## src/rtl/cgra_pkg.sv

```systemverilog
// Shared types and constants for the CGRA configuration path.
// Frame field positions describe the PE instruction layout; the sequencer treats frames as opaque.
package cgra_pkg;

    localparam int FRAME_W = 64;

    typedef enum logic [1:0] {
        CFG_IDLE,
        CFG_RUN,
        CFG_DONE
    } cfg_seq_state_t;

    localparam int OP_LO        = 0;
    localparam int OP_HI        = 5;
    localparam int SRC0_LO      = 6;
    localparam int SRC0_HI      = 9;
    localparam int SRC1_LO      = 10;
    localparam int SRC1_HI      = 13;
    localparam int DST_LO       = 14;
    localparam int DST_HI       = 17;
    localparam int ROUTE_LO     = 18;
    localparam int ROUTE_HI     = 21;
    localparam int PRED_EN_BIT  = 22;
    localparam int PRED_INV_BIT = 23;
    localparam int IMM_LO       = 24;
    localparam int IMM_HI       = 39;

    localparam logic [5:0] OP_ADD   = 6'h01;
    localparam logic [5:0] OP_MUL   = 6'h03;
    localparam logic [5:0] OP_PASS0 = 6'h08;

endpackage

```

## src/rtl/cgra_ctx_store.sv

```systemverilog
// Context frame register file: one synchronous write port, one asynchronous read port.
// Contents are deliberately not reset; slots are undefined until the host writes them.
module cgra_ctx_store #(
    parameter int W     = 64,
    parameter int DEPTH = 16,
    parameter int AW    = $clog2(DEPTH)
) (
    input  logic          clk,
    input  logic          we_i,
    input  logic [AW-1:0] waddr_i,
    input  logic [W-1:0]  wdata_i,
    input  logic [AW-1:0] raddr_i,
    output logic [W-1:0]  rdata_o
);

    logic [W-1:0] mem_q [DEPTH];

    always_ff @(posedge clk) begin
        if (we_i) begin
            mem_q[waddr_i] <= wdata_i;
        end
    end

    assign rdata_o = mem_q[raddr_i];

endmodule

```

## src/rtl/cgra_cfg_sequencer.sv

```systemverilog
// Replays preloaded context frames into one PE config port, looping the frame list
// (loop_count+1) times at one frame per un-stalled cycle.
module cgra_cfg_sequencer import cgra_pkg::*; #(
    parameter int FRAME_W   = cgra_pkg::FRAME_W,
    parameter int CTX_DEPTH = 16,
    parameter int CTX_AW    = $clog2(CTX_DEPTH),
    parameter int LOOP_W    = 8
) (
    input  logic               clk,
    input  logic               rst_n,
    input  logic               wr_en_i,
    input  logic [CTX_AW-1:0]  wr_addr_i,
    input  logic [FRAME_W-1:0] wr_data_i,
    input  logic               start_i,
    input  logic [CTX_AW:0]    ctx_count_i,
    input  logic [LOOP_W-1:0]  loop_count_i,
    input  logic               stall_i,
    input  logic               abort_i,
    output logic [FRAME_W-1:0] config_frame_o,
    output logic               config_valid_o,
    output logic [CTX_AW-1:0]  ctx_idx_o,
    output logic               busy_o,
    output logic               done_o,
    output logic               wr_err_o
);

    cfg_seq_state_t     state_q;
    logic [CTX_AW-1:0]  idx_q;
    logic [CTX_AW:0]    len_q;
    logic [LOOP_W-1:0]  loops_q;
    logic               last_q;
    logic [FRAME_W-1:0] config_frame_q;
    logic               config_valid_q;
    logic [CTX_AW-1:0]  ctx_idx_q;
    logic               done_q;
    logic               wr_err_q;

    logic               in_idle;
    logic               wr_accept;
    logic [CTX_AW:0]    start_len;
    logic [CTX_AW:0]    src_len;
    logic [LOOP_W-1:0]  src_loops;
    logic [CTX_AW-1:0]  src_idx;
    logic               at_end;
    logic               issue;
    logic [FRAME_W-1:0] store_rdata;
    logic [FRAME_W-1:0] rd_data;

    assign in_idle   = (state_q == CFG_IDLE);
    assign wr_accept = wr_en_i && in_idle;
    assign start_len = (ctx_count_i > (CTX_AW+1)'(CTX_DEPTH)) ? (CTX_AW+1)'(CTX_DEPTH) : ctx_count_i;

    // Frame 0 is issued on the start edge itself, so in IDLE the issue path works
    // from the values about to be latched rather than from the registers.
    assign src_len   = in_idle ? start_len    : len_q;
    assign src_loops = in_idle ? loop_count_i : loops_q;
    assign src_idx   = in_idle ? '0           : idx_q;
    assign at_end    = ({1'b0, src_idx} == (src_len - (CTX_AW+1)'(1)));

    assign issue = !stall_i &&
                   ((in_idle && start_i && (ctx_count_i != '0)) ||
                    ((state_q == CFG_RUN) && !abort_i && !last_q));

    cgra_ctx_store #(
        .W     (FRAME_W),
        .DEPTH (CTX_DEPTH),
        .AW    (CTX_AW)
    ) u_store (
        .clk     (clk),
        .we_i    (wr_accept),
        .waddr_i (wr_addr_i),
        .wdata_i (wr_data_i),
        .raddr_i (src_idx),
        .rdata_o (store_rdata)
    );

    // A write landing on the start edge must be visible to the first read.
    assign rd_data = (wr_accept && (wr_addr_i == src_idx)) ? wr_data_i : store_rdata;

    always_ff @(posedge clk or negedge rst_n) begin
        if (!rst_n) begin
            state_q        <= CFG_IDLE;
            idx_q          <= '0;
            len_q          <= '0;
            loops_q        <= '0;
            last_q         <= 1'b0;
            config_frame_q <= '0;
            config_valid_q <= 1'b0;
            ctx_idx_q      <= '0;
            done_q         <= 1'b0;
            wr_err_q       <= 1'b0;
        end else begin
            config_valid_q <= 1'b0;
            done_q         <= 1'b0;
            wr_err_q       <= wr_en_i && !in_idle;

            case (state_q)
                CFG_IDLE: begin
                    if (start_i) begin
                        if (ctx_count_i == '0) begin
                            state_q <= CFG_DONE;
                            done_q  <= 1'b1;
                        end else begin
                            state_q <= CFG_RUN;
                            len_q   <= start_len;
                            loops_q <= loop_count_i;
                            idx_q   <= '0;
                        end
                    end
                end
                CFG_RUN: begin
                    if (abort_i) begin
                        state_q <= CFG_IDLE;
                        last_q  <= 1'b0;
                    end else if (last_q) begin
                        state_q <= CFG_DONE;
                        done_q  <= 1'b1;
                        last_q  <= 1'b0;
                    end
                end
                default: begin
                    state_q <= CFG_IDLE;
                end
            endcase

            // Placed after the state case so advance values override the start-edge latch.
            if (issue) begin
                config_valid_q <= 1'b1;
                config_frame_q <= rd_data;
                ctx_idx_q      <= src_idx;
                if (!at_end) begin
                    idx_q <= src_idx + CTX_AW'(1);
                end else if (src_loops != '0) begin
                    idx_q   <= '0;
                    loops_q <= src_loops - LOOP_W'(1);
                end else begin
                    last_q <= 1'b1;
                end
            end
        end
    end

    assign config_frame_o = config_frame_q;
    assign config_valid_o = config_valid_q;
    assign ctx_idx_o      = ctx_idx_q;
    assign busy_o         = (state_q == CFG_RUN);
    assign done_o         = done_q;
    assign wr_err_o       = wr_err_q;

endmodule

```

## config.mk

```make
export PLATFORM = sky130hd
export DESIGN_NAME = cgra_cfg_sequencer
export DESIGN_NICKNAME = d
export VERILOG_FILES = /design/src/rtl/cgra_pkg.sv /design/src/rtl/cgra_ctx_store.sv /design/src/rtl/cgra_cfg_sequencer.sv
export SDC_FILE = /design/constraint.sdc
export NUM_CORES = 1
export LEC_CHECK = 0
export ABC_AREA = 1
export BUFFER_PORTS_ARGS = -buffer_cell sky130_fd_sc_hd__buf_2
export CAP_MARGIN = 20
export CORE_ASPECT_RATIO = 0.6
export CORE_MARGIN = 10
export CORE_UTILIZATION = 55
export CTS_CLUSTER_SIZE = 28
export DETAILED_ROUTE_END_ITERATION = 12
export MAX_ROUTING_LAYER = met4
export PLACE_DENSITY_LB_ADDON = 0.25
export SLEW_MARGIN = 20
export SYNTH_ARGS = -nofsm -noshare
export SYNTH_HDL_FRONTEND = slang
export SYNTH_SLANG_ARGS = --single-unit
```

## constraint.sdc

```tcl
create_clock -name clk -period 5.4 [get_ports clk]
set_input_delay 0.54 -clock clk [delete_from_list [all_inputs] [get_ports clk]]
set_output_delay 0.54 -clock clk [all_outputs]
set_load 0.03 [all_outputs]
```

Word level (Yosys, flattened, before mapping)
Memory sizes are Yosys's and may differ from the RTL's. A register that Yosys moved wholly into a read port is not among the register bits.
Index checks and enable logic that the tools add are counted.
{ "classes": {"add_sub_neg": 3, "magnitude_cmp": 1, "n_eq_ne": 4, "muxes": 33, "bitwise": 1, "n_reduce_logical": 19} }
{ "op_table": {"columns": ["cell", "n"], "rows": [
  ["$mux 8", 7],
  ["$mux 4", 7],
  ["$mux 1", 11],
  ["$mux 5", 2],
  ["$mux 2", 4],
  ["$reduce_bool 8->1", 1],
  ["$sub 8x1->8 const B", 1],
  ["$logic_and 1x1->1", 7],
  ["$eq 4x5->1", 1],
  ["$gt 5x5->1 const B", 1],
  ["$logic_not 1->1", 5],
  ["$logic_not 5->1", 1],
  ["$reduce_bool 5->1", 1],
  ["$sub 5x1->5 const B", 1],
  ["$add 4x1->4 const B", 1],
  ["$pmux 2 s2", 1],
  ["$ne 3x2->1 const B", 1],
  ["$reduce_and 3->1", 1],
  ["$eq 2x1->1 const B", 1],
  ["$logic_not 2->1", 1],
  ["$ne 2x2->1 const B", 1],
  ["$pmux 1 s2", 1],
  ["$reduce_and 2->1", 1],
  ["$logic_or 1x1->1", 1],
  ["$not 1->1", 1]
]} }
{ "word_totals": {"regBits": 27, "ramBits": 1024, "elab_cells": 71, "mem_count": 1} }
{ "memory_table": {"columns": ["memory", "words", "width", "rd", "rd_clocked_by_memory_dff", "write_ports", "line", "rtl"], "rows": [
  ["u_store.mem_q", 16, 64, 1, 1, 1, "cgra_ctx_store.sv:16", "logic [W-1:0] mem_q [DEPTH];"]
]} }

Longest topological paths before layout
{ "depth": {"ltp_word": 7, "ltp_mapped": 16} }

Cells and area by module
From an unflattened synthesis, not the netlist that was laid out.
{ "unflattened": {"cells_unflattened": 4777, "hier_area_um2": 48834.3} }
{ "by_module_without_submodules": {"columns": ["module", "instances", "cells_per_inst", "area_each_um2", "seq_area_each_um2"], "rows": [
  ["cgra_ctx_store", 1, 4146, 43977.2, 30749.5],
  ["cgra_cfg_sequencer", 1, 631, 4857.2, 2277.2]
]} }

Least setup slack after synthesis
Ideal clock, no wire load.
{ "synth_path": {"kind": "input to register", "start": "input wr_en_i", "end": "register config_frame_q[40] (netlist: config_frame_o[40]), read port of u_store.mem_q", "setup_ns": 0.117, "t_arrival_ns": 4.432, "t_required_ns": 5.283, "path_slack_ns": 0.852, "path_stages": 11, "cell_sequence": "inv_1 > nor2_2 > nand2_1 > nor2_1 > inv_1 > buf_2 > buf_1 > nor2_1 > nor2_1 > nand2_1 > nand2_1"} }
{ "synth_rtl": {"columns": ["element", "line", "rtl"], "rows": [
  ["start: declaration", "cgra_cfg_sequencer.sv:11", "input logic wr_en_i,"],
  ["end: declaration", "cgra_cfg_sequencer.sv:32", "logic [FRAME_W-1:0] config_frame_q;"]
]} }

Worst setup path in the final report
{ "layout_path": {"start": "register state_q[1]", "end": "register config_frame_q[55] (netlist: config_frame_o[55]), read port of u_store.mem_q"} }
{ "layout_via": {"elab_chain_cells": 5, "word_cells_on_any_way": 9, "classes_between": "eq/ne: 1; mux: 1; reduce/logical: 7"} }
{ "layout_lines": {"columns": ["element", "line", "rtl"], "rows": [
  ["start: declaration", "cgra_cfg_sequencer.sv:27", "cfg_seq_state_t state_q;"],
  ["start signal: assignment", "cgra_cfg_sequencer.sv:82", "state_q <= CFG_IDLE;"],
  ["start signal: assignment", "cgra_cfg_sequencer.sv:101", "state_q <= CFG_DONE;"],
  ["start signal: assignment", "cgra_cfg_sequencer.sv:104", "state_q <= CFG_RUN;"],
  ["$eq 2x1->1 or $logic_not 2->1 (tied branches)", "cgra_cfg_sequencer.sv:62, cgra_cfg_sequencer.sv:49", null],
  ["$logic_and 1x1->1, on equally long branches (2 in a row)", "cgra_cfg_sequencer.sv:62, cgra_cfg_sequencer.sv:61", null],
  ["$logic_or 1x1->1", "cgra_cfg_sequencer.sv:61", "((in_idle && start_i && (ctx_count_i != '0)) ||"],
  ["$logic_and 1x1->1", "cgra_cfg_sequencer.sv:60", "assign issue = !stall_i &&"]
]} }
Parallel ways exist; a longest one is shown, timed or not.
A chain may end at the register's enable or synchronous reset.

==> metrics.yaml <==
clocking:
  cts_setup_buffers: 0
  cts_hold_buf: 0
  cts.repair.resized: 0
  numCtsBuffers: 100
  worstSkewPairLatency_ns: 0.70
  ctsRootBufferMaster: "clkbuf_16"
  clk_pin_slew_ns: 0.07
  cts_tree: "done"
  htree_levels: 3
  cts.path.max_buffers: 3
  clkSinkCount: 1115
floorplanning:
  die_w_um: 396
  start_util_pct: 55.7
  io_pins: 159
  dieArea_um2: 97200
  fp.coreArea_um2: 83700
  die_height_um: 245
  row_count: 82
place:
  gp_congestion: 0.791
  port_buffers: 158
  dp_hpwl_mm: 57.1
  pre_cts_ws_ns: 1.92
  placed_cells: 5373
yosys:
  synth_warnings: 0
  syn_inst: 4278
  synth.area.top_cells: "edfxtp_1 66%, nand2_1 14%, nand3_1 5.1%"
  synth_top_cell_area_share_pct: 66.0
  synth_area_um2: 46600
  async_flop_share_pct: 8.16
  ys_types: 31
  synth-seq-area-share_pct: 70.9
  synth_nets: 4368
  ys_seq_elements: 1115
  ys_top_cells_by_count: "1773 x nand2_1, 1024 x edfxtp_1, 477 x nand3_1"
  yosysMostFrequentCell: "nand2_1"
  synth_edf_count: 1024
  synthFlopType: "edfxtp_1"
  avgSynthCellArea_um2: 10.9
  synth_top_area_cell: "edfxtp_1"
sta:
  finalSetupViolCount: 0
  fin_crit_ns: 3.51
  worst_pin_slew_ns: 1.12
  slew_viol_final: 0
  hold_viol_final: 0
  fin_ws_ns: 1.89
  fmax_mhz: 285
  rsz0062_at_grt: "no"
  slew_headroom_pct: 25.0
  clock_skew_ns: 0.0194
  fin_tns_setup_ns: 0
  post-route-period-util_pct: 64.9
pwr:
  internal_power_uw: 14800
  p_sw_share_pct: 28.8
  leakage_uw: 0.0211
  p_clk_share_pct: 34.6
  ir_worst_vdd_uv: 253
  p_per_area_nw_per_um2: 400
  comb_power_share_pct: 17.3
  p_switching_uw: 5970
  seqPwrFrac_pct: 48.0
drt:
  wire_per_inst_um: 21.2
  vias: 30900
  wirelength_mm: 118
  dr.pass1.iters: 6
  drt-initial-drc-count: 3811
  via_per_inst: 5.54
  antenna_left: 0
  drc: 0
grt:
  grt_pass1_wl_mm: 180
  grt_overflow: 0
  grt_usage_pct: 24.6
  antenna_found_initial: 13
  grt_pass1_vias: 28500
  grt_max_degree: 220
final_layout:
  finish.utilization_pct: 61.9
  drive_gt1_share_pct: 9.13
  instances_no_fill: 5573
  multi_input_comb_area_um2: 11700
  fill_cells: 6567
  nets: 4432
  area_growth_pct: 11.1
  ff_latch_area_um2: 33000
setup_path:
  endpoint_kind: "flop"
  crit_arrival_ns: 4.08
  cp.required_ns: 5.97
  critPathMaxFanout: 88
  crit_type: "reg2reg"
  critPathLaunchType: "flop"
run:
  cap_violations: 0
outcome:
  status: "complete, no violations"
min_path:
  hold_class: "in2reg"
==> area by class of cell <==
type	instances	area share [%]
well taps	1134	2.74
multi-input cells	2677	22.6
clock buffers	135	5.28
repair buffers	207	2.70
inverters	241	1.81
flip-flops and latches	1115	63.8
clock inverters	52	1.03
diodes	12	0.0580
==> placed cells by master, fill, tap and decap left out, types with 2 or more instances in the layout <==
master | netlist | layout
nand3_1 | 477 | 477
nor2_2 | 8 | 8
clkinv_1 | 0 | 12
bufinv_16 | 0 | 10
nand2_2 | 5 | 3
inv_2 | 9 | 4
nand4_1 | 8 | 8
buf_2 | 104 | 157
inv_1 | 232 | 231
clkbuf_16 | 0 | 101
o21ai_1 | 10 | 10
clkinv_2 | 0 | 23
clkbuf_8 | 0 | 8
dfrtp_1 | 91 | 91
o211ai_1 | 192 | 192
xnor2_1 | 3 | 3
o21ai_0 | 17 | 17
inv_6 | 0 | 7
a21oi_1 | 3 | 3
clkbuf_1 | 112 | 26
buf_12 | 0 | 17
inv_8 | 0 | 2
diode_2 | 0 | 12
nand2_4 | 1 | 2
nor2_1 | 166 | 150
buf_4 | 7 | 30
edfxtp_1 | 1024 | 1024
ha_1 | 3 | 3
nor2_4 | 3 | 19
nand2_1 | 1773 | 1773
==> metrics by stage <==
step                      hold WS, ns  cell area, um2  total power [uW]
after floorplan                 0.244           46600             12600
after global placement          0.461           48500             13700
after detailed placement        0.460           48500             13700
after CTS                      0.0393           51800             20800
after global routing            0.105           51800             21600
final                           0.123           51800             20700
==> layer usage <==
layer  global-route usage, %  share of wire (%)  vias up
li1                        -                  -    14600
met3                    5.27                9.0      191
met2                    36.1                 45     1385
met4                    5.86                2.1        0
met1                    35.2                 44    14700
met5                       -                  0        -
==> critical path: stages (launching register included) <==
cell and delay [ns]:
dfrtp_1 0.42, inv_2 0.08, nand2_4 0.20, nor2_2 0.27
nand2_1 0.28, nor2_4 0.80, inv_6 0.54, buf_4 0.42
nor2_1 0.14, nor2_1 0.06, nand2_1 0.11, nand2_1 0.05
==> logic make-up (layout without fill, tap and decap cells) <==
logic type | after synthesis | count (layout) | synth area share [%]
flops | 1115 | 1115 | 70.9
xor+xnor | 4 | 4 | 0.0752
simple gates | 2445 | 2445 | 21.2
buf+inv | 486 | 635 | 4.30
other cells | 0 | 12 | 0
compound gates | 225 | 225 | 3.48
fa+ha+maj | 3 | 3 | 0.0805
==> power by group through the flow <==
stage	Sequential (uW)	Clock [uW]	Combinational, uW
finish	9960	7180	3590
global route	9980	7650	4000
CTS	9960	7280	3600
detailed placement	10100	0	3590
global placement	10100	0	3540
floorplan	10500	0	2070
==> final timing paths <==
| kind | depth (start not counted) | startpoint | end | slack, ns |
|---|---|---|---|---|
| worst max-delay path | 11 | state_q[1]$_DFFE_PN0P_ | config_frame_o[55]$_DFFE_PN0P_ | 1.89 |
| worst min-delay path | 3 | wr_en_i | wr_err_o$_DFF_PN0_ | 0.12 |
| worst max register to register | 11 | state_q[1]$_DFFE_PN0P_ | config_frame_o[55]$_DFFE_PN0P_ | 1.89 |
| worst min register to register | 2 | config_frame_o[21]$_DFFE_PN0P_ | config_frame_o[21]$_DFFE_PN0P_ | 0.47 |
| max in group asynchronous | 3 | rst_n | config_frame_o[62]$_DFFE_PN0P_ | 3.82 |
| min in group asynchronous | 2 | rst_n | config_frame_o[63]$_DFFE_PN0P_ | 0.47 |
==> state kept, by name, indices dropped and copies added (netlist names) <==
name,count
config_frame_o,64
idx_q,4
last_q,1
u_store.mem_q,1024
len_q,5
loops_q,8
done_o,1
config_valid_o,1
ctx_idx_o,4
state_q,2
wr_err_o,1
(Power assumes the default switching activity.)
